==> src/rtl/decoder_x4_pulse_if.sv <==
// Code-side and line-side signals of the pulse-stretching 2-to-4 decoder.
// The slave modport is the decoder; the master modport is whoever feeds and observes it.
interface decoder_x4_pulse_if #(
  parameter int unsigned CNT_W = 8
);
  logic [1:0]       z;
  logic             y;
  logic             clr;
  logic [1:0]       cnt_sel;
  logic             ready;
  logic             busy;
  logic [3:0]       x;
  logic [CNT_W-1:0] cnt;

  modport slave (
    input  z,
    input  y,
    input  clr,
    input  cnt_sel,
    output ready,
    output busy,
    output x,
    output cnt
  );

  modport master (
    output z,
    output y,
    output clr,
    output cnt_sel,
    input  ready,
    input  busy,
    input  x,
    input  cnt
  );
endinterface

==> src/rtl/decoder_x4_pulse.sv <==
// Sequential 2-to-4 decoder: each accepted code becomes a one-hot pulse HOLD cycles long,
// followed by a one-cycle gap, with per-line saturating event counters.
module decoder_x4_pulse #(
  parameter int unsigned HOLD  = 4,
  parameter int unsigned CNT_W = 8
) (
  input logic                clk_i,
  input logic                reset_i,
  decoder_x4_pulse_if.slave  dec_io
);

  localparam int unsigned HoldW = (HOLD > 1) ? $clog2(HOLD) : 1;
  localparam logic [HoldW-1:0] HoldLoad = HoldW'(HOLD - 1);
  localparam logic [CNT_W-1:0] CntMax = '1;

  typedef enum logic [1:0] {
    StIdle,
    StDrive,
    StGap
  } state_e;

  state_e           state_q, state_d;
  logic [HoldW-1:0] hold_q, hold_d;
  logic [3:0]       x_q, x_d;
  logic [CNT_W-1:0] cnt_q [4];
  logic [CNT_W-1:0] cnt_d [4];
  logic             accept;

  assign accept = (state_q == StIdle) && dec_io.y;

  always_comb begin
    state_d = state_q;
    hold_d  = hold_q;
    x_d     = x_q;
    unique case (state_q)
      StIdle: begin
        if (dec_io.y) begin
          x_d     = 4'(4'b0001 << dec_io.z);
          hold_d  = HoldLoad;
          state_d = StDrive;
        end else begin
          x_d = 4'b0000;
        end
      end
      StDrive: begin
        if (hold_q != '0) begin
          hold_d = hold_q - 1'b1;
        end else begin
          x_d     = 4'b0000;
          state_d = StGap;
        end
      end
      StGap: begin
        x_d     = 4'b0000;
        state_d = StIdle;
      end
      default: begin
        x_d     = 4'b0000;
        state_d = StIdle;
      end
    endcase
  end

  // A clear coinciding with an acceptance still records that one event.
  always_comb begin
    for (int i = 0; i < 4; i++) begin
      cnt_d[i] = dec_io.clr ? '0 : cnt_q[i];
      if (accept && (dec_io.z == 2'(i))) begin
        if (dec_io.clr) begin
          cnt_d[i] = CNT_W'(1);
        end else if (cnt_q[i] != CntMax) begin
          cnt_d[i] = cnt_q[i] + 1'b1;
        end
      end
    end
  end

  always_ff @(posedge clk_i) begin
    if (reset_i) begin
      state_q <= StIdle;
      hold_q  <= '0;
      x_q     <= 4'b0000;
      for (int i = 0; i < 4; i++) begin
        cnt_q[i] <= '0;
      end
    end else begin
      state_q <= state_d;
      hold_q  <= hold_d;
      x_q     <= x_d;
      for (int i = 0; i < 4; i++) begin
        cnt_q[i] <= cnt_d[i];
      end
    end
  end

  assign dec_io.ready = (state_q == StIdle);
  assign dec_io.busy  = (state_q != StIdle);
  assign dec_io.x     = x_q;
  assign dec_io.cnt   = cnt_q[dec_io.cnt_sel];

endmodule

==> src/flat_wrapper.sv <==
// flat-port wrapper written by rule: the top's interface ports become plain ports
module decoder_x4_pulse_flat 
#(
  parameter int unsigned HOLD  = 4,
  parameter int unsigned CNT_W = 8
)
  (clk_i, reset_i, dec_io_z, dec_io_y, dec_io_clr, dec_io_cnt_sel, dec_io_ready, dec_io_busy, dec_io_x, dec_io_cnt);
  decoder_x4_pulse_if #(.CNT_W(CNT_W)) dec_io_i ();
  input logic clk_i;
  input logic reset_i;
  input wire logic [$bits(dec_io_i.z)-1:0] dec_io_z;
  input wire logic [$bits(dec_io_i.y)-1:0] dec_io_y;
  input wire logic [$bits(dec_io_i.clr)-1:0] dec_io_clr;
  input wire logic [$bits(dec_io_i.cnt_sel)-1:0] dec_io_cnt_sel;
  output wire logic [$bits(dec_io_i.ready)-1:0] dec_io_ready;
  output wire logic [$bits(dec_io_i.busy)-1:0] dec_io_busy;
  output wire logic [$bits(dec_io_i.x)-1:0] dec_io_x;
  output wire logic [$bits(dec_io_i.cnt)-1:0] dec_io_cnt;
  assign dec_io_i.z = dec_io_z;
  assign dec_io_i.y = dec_io_y;
  assign dec_io_i.clr = dec_io_clr;
  assign dec_io_i.cnt_sel = dec_io_cnt_sel;
  assign dec_io_ready = dec_io_i.ready;
  assign dec_io_busy = dec_io_i.busy;
  assign dec_io_x = dec_io_i.x;
  assign dec_io_cnt = dec_io_i.cnt;
  decoder_x4_pulse #(.HOLD(HOLD), .CNT_W(CNT_W)) u_core (.clk_i(clk_i), .reset_i(reset_i), .dec_io(dec_io_i));
endmodule
==> config.mk <==
export PLATFORM = sky130hd
export DESIGN_NAME = decoder_x4_pulse_flat
export DESIGN_NICKNAME = d
export VERILOG_FILES = /design/src/rtl/decoder_x4_pulse_if.sv /design/src/rtl/decoder_x4_pulse.sv /design/src/flat_wrapper.sv
export SDC_FILE = /design/constraint.sdc
export NUM_CORES = 1
export LEC_CHECK = 0
export ABC_AREA = 1
export BUFFER_PORTS_ARGS = -buffer_cell sky130_fd_sc_hd__buf_4
export CORE_MARGIN = 5
export CORE_UTILIZATION = 50
export CTS_BUF_LIST = sky130_fd_sc_hd__clkbuf_8
export DETAILED_ROUTE_END_ITERATION = 6
export GPL_TIMING_DRIVEN = 0
export PLACE_DENSITY = 0.71
export SLEW_MARGIN = 5
export SYNTH_ARGS = -nofsm -noshare
export SYNTH_HDL_FRONTEND = slang
export SYNTH_SLANG_ARGS = --single-unit
==> constraint.sdc <==
create_clock -name clk_i -period 3.9 [get_ports clk_i]
set_input_delay 0.195 -clock clk_i [delete_from_list [all_inputs] [get_ports clk_i]]
set_output_delay 0.195 -clock clk_i [all_outputs]
set_load 0.005 [all_outputs]
==> reports/metrics.csv <==
metric;value;unit
GP Congestion;0.8734;
chip height;79.26;um
hold_sp;dec_io_y;
critical path class;reg2reg;
worst setup margin;2340;ps
Distinct cells, synth;28;
final wirelength;6035;um
post-layout min period;1560;ps
pre-CTS setup slack;2373;ps
GRT Resource Usage Total;20.57;%
status;completed;
slew margin rel.;62.97;%
worst clock skew;7.659;ps
largest net degree at the start of global routing;12;
HP Class;in2reg;
CP required;4100;ps
I/O pin cnt;22;
max cap viols;0;
Util after Layout;57.65;%
crit path buf inv count;0;
CORE AREA;4692;um^2
CTS Hold Bufs;0;
Die X;79.26;um
CP most frequent cell;nand2_1;
area growth from synthesis to layout;12.78;%
CP Capture Type;register;
pwr dens;306.4;nW/um^2
clk sinks;40;
final setup violation count;0;
Slew Limit Fails;0;
r2r startpoint;u_core.cnt_q[3][1];
Max VDD drop;0.1818;mV
Setup TNS Final;0;ps
DR vias/cell;5.294;
cell class contributing the biggest share of worst-path delay;simple AND/OR/NAND/NOR gates;
Worst-Margin Slew;555.5;ps
Comb power frac;12.8;%
Die ar.;6282;um^2
grt ovf;0;
site row count;25;
TritonCTS clock tree;built;
CP max stage delay;430;ps
Net Sw Frac;26.30;%
Psw;0.0002180;W
global-route wire length before repair;10050;um
P_leak;1.100;nW
root buffer cell;clkbuf_8;
Layout Nets;421;
Resized Gates After CTS;0;
cell area after synthesis;2399;um^2
RSZ-0062 raised after global routing;false;
Clock Latency Late Sink;300;ps
Final ANT Viol Nets;0;
H-tree levels;2;
Final Hold Fails;0;
Register Area;800.8;um^2
Layout fillers;477;
clock tree buffer depth;2;
initial antenna violation count;0;
wire per inst;13.06;um
first-iteration detailed-routing DRC count;144;
Residual DRC;0;
Slowest cell on crit path;dfxtp_1;
area leader, netlist;dfxtp_1;
Post-Syn Nets;395;
cell count after synthesis;382;
# diodes;0;
FF+latch count, synth;40;
crit start category;register;
DRT Pass-1 Iters;4;
Reg clk slew, reported paths;80;ps
top post-synthesis cells by area;dfxtp_1, nand2_1, a21oi_1;
sequential element share of the synthesized area;33.39;%
register share of total power;50.9;%
CTS buffer count;5;
share of layout cells above drive strength 1;12.01;%
setup bufs post-CTS;0;
DR vias;2446;
fin crit share;39.99;%
fin cells;462;
clock share of power;36.3;%
YS warnings;0;
area of the multi-input gates;1374;um^2
Min Hold Slack;290.7;ps
Critical Path, Cell by Cell;ha_1 -> nand2_1 -> nor2_1 -> nand2_1 -> nand3_1 -> nand2_1 -> nand2_1 -> nor2_1;
crit path DAT;1760;ps
Worst Setup SP;u_core.cnt_q[3][1];
flop2flop setup slack;2340;ps
cell total after placement;455;
I/O Buffers;19;
synthesized area per cell;6.279;um^2
Initial Utilization;51.12;%
FMAX;0.6411;GHz
Pint;0.0006109;W
post-synth top area share;33.39;%
Post-DP HPWL;4622;um
Critical Path Fanout Max;7;
vias in the first global route;2166;
[cell usage in the layout, fill, tap and decap left out, types with 4 or more instances in the layout]
| cell | count |
|---|---|
| clkbuf_1 | 6 |
| o21ai_0 | 25 |
| nor2_4 | 4 |
| nor2_2 | 4 |
| buf_4 | 19 |
| clkbuf_8 | 7 |
| ha_1 | 5 |
| nor2_1 | 55 |
| dfxtp_1 | 40 |
| a21oi_1 | 42 |
| nand2_1 | 90 |
| nand4_1 | 8 |
| inv_1 | 44 |
| nand3_1 | 30 |
[synthesized netlist by cell type, drive strengths merged]
library cell   n
ha             5
nand2         95
nor2          63
a31oi          1
dfxtp         40
buf            3
a21oi         42
nor3           4
clkinv         3
nor4           1
o21ai         27
o22ai          3
clkbuf         6
nor3b          1
nand4          9
o21bai         2
inv           46
nand3         31
[kinds of logic (layout without fill, tap and decap cells)]
group,Yosys count,after routing,synth area share (%)
and+or+nand+nor,204,204,38.60
AOI/OAI and AO/OA,75,75,16.07
buffers and inverters,58,84,9.337
DFF,40,40,33.39
adders and majority gates,5,5,2.608
[power groups by stage]
stage | Combinational [W] | Clock [W] | Sequential, W
after global routing | 0.000118 | 0.000325 | 0.000423
after global placement | 0.000104 | 0 | 0.000431
after detailed placement | 0.000107 | 0 | 0.000431
after floorplan | 0.0000655 | 0 | 0.000430
final | 0.000106 | 0.000301 | 0.000422
after CTS | 0.000107 | 0.000311 | 0.000422
[layout make-up]
type	instances	area share, %
Inverter	49	6.892
Timing Repair Buffer	19	5.273
Tap cell	54	2.498
Buffer	9	1.388
Multi-Input combinational cell	284	50.79
Clock buffer	7	3.562
Sequential cell	40	29.60
[sequential cells by signal, summed over array words and instances (netlist names)]
| signal | flops |
|---|---|
| u_core.cnt_q | 32 |
| u_core.dec_io.x | 4 |
| u_core.hold_q | 2 |
| u_core.state_q | 2 |
[tightest hold or removal path, stage by stage]
cell     delay (ps)
buf_4           140
nand4_4         130
a21oi_1          80
[routing by layer]
| metal | part of all wire (%) | up-vias | track usage (%) |
|---|---|---|---|
| li1 | - | 1290 | - |
| met1 | 47 | 1091 | 26.03 |
| met2 | 47 | 54 | 34.68 |
| met3 | 4.5 | 11 | 3.855 |
| met4 | 2.0 | 0 | 7.560 |
| met5 | 0 | - | 0 |
[worst paths after layout]
kind / to / cells after the start
max: u_core.cnt_q[3][5] / 8
min: u_core.dec_io.x[3] / 3
max reg2reg: u_core.cnt_q[3][5] / 8
min reg2reg: u_core.dec_io.x[2] / 2
[through the flow]
step,instance area (um^2),total power (W)
floorplan,2399,0.0004959
global placement,2609,0.0005358
detailed placement,2609,0.0005380
CTS,2705,0.0008399
global route,2705,0.0008658
finish,2705,0.0008289
Note: power is estimated with default switching activity, not from simulation.
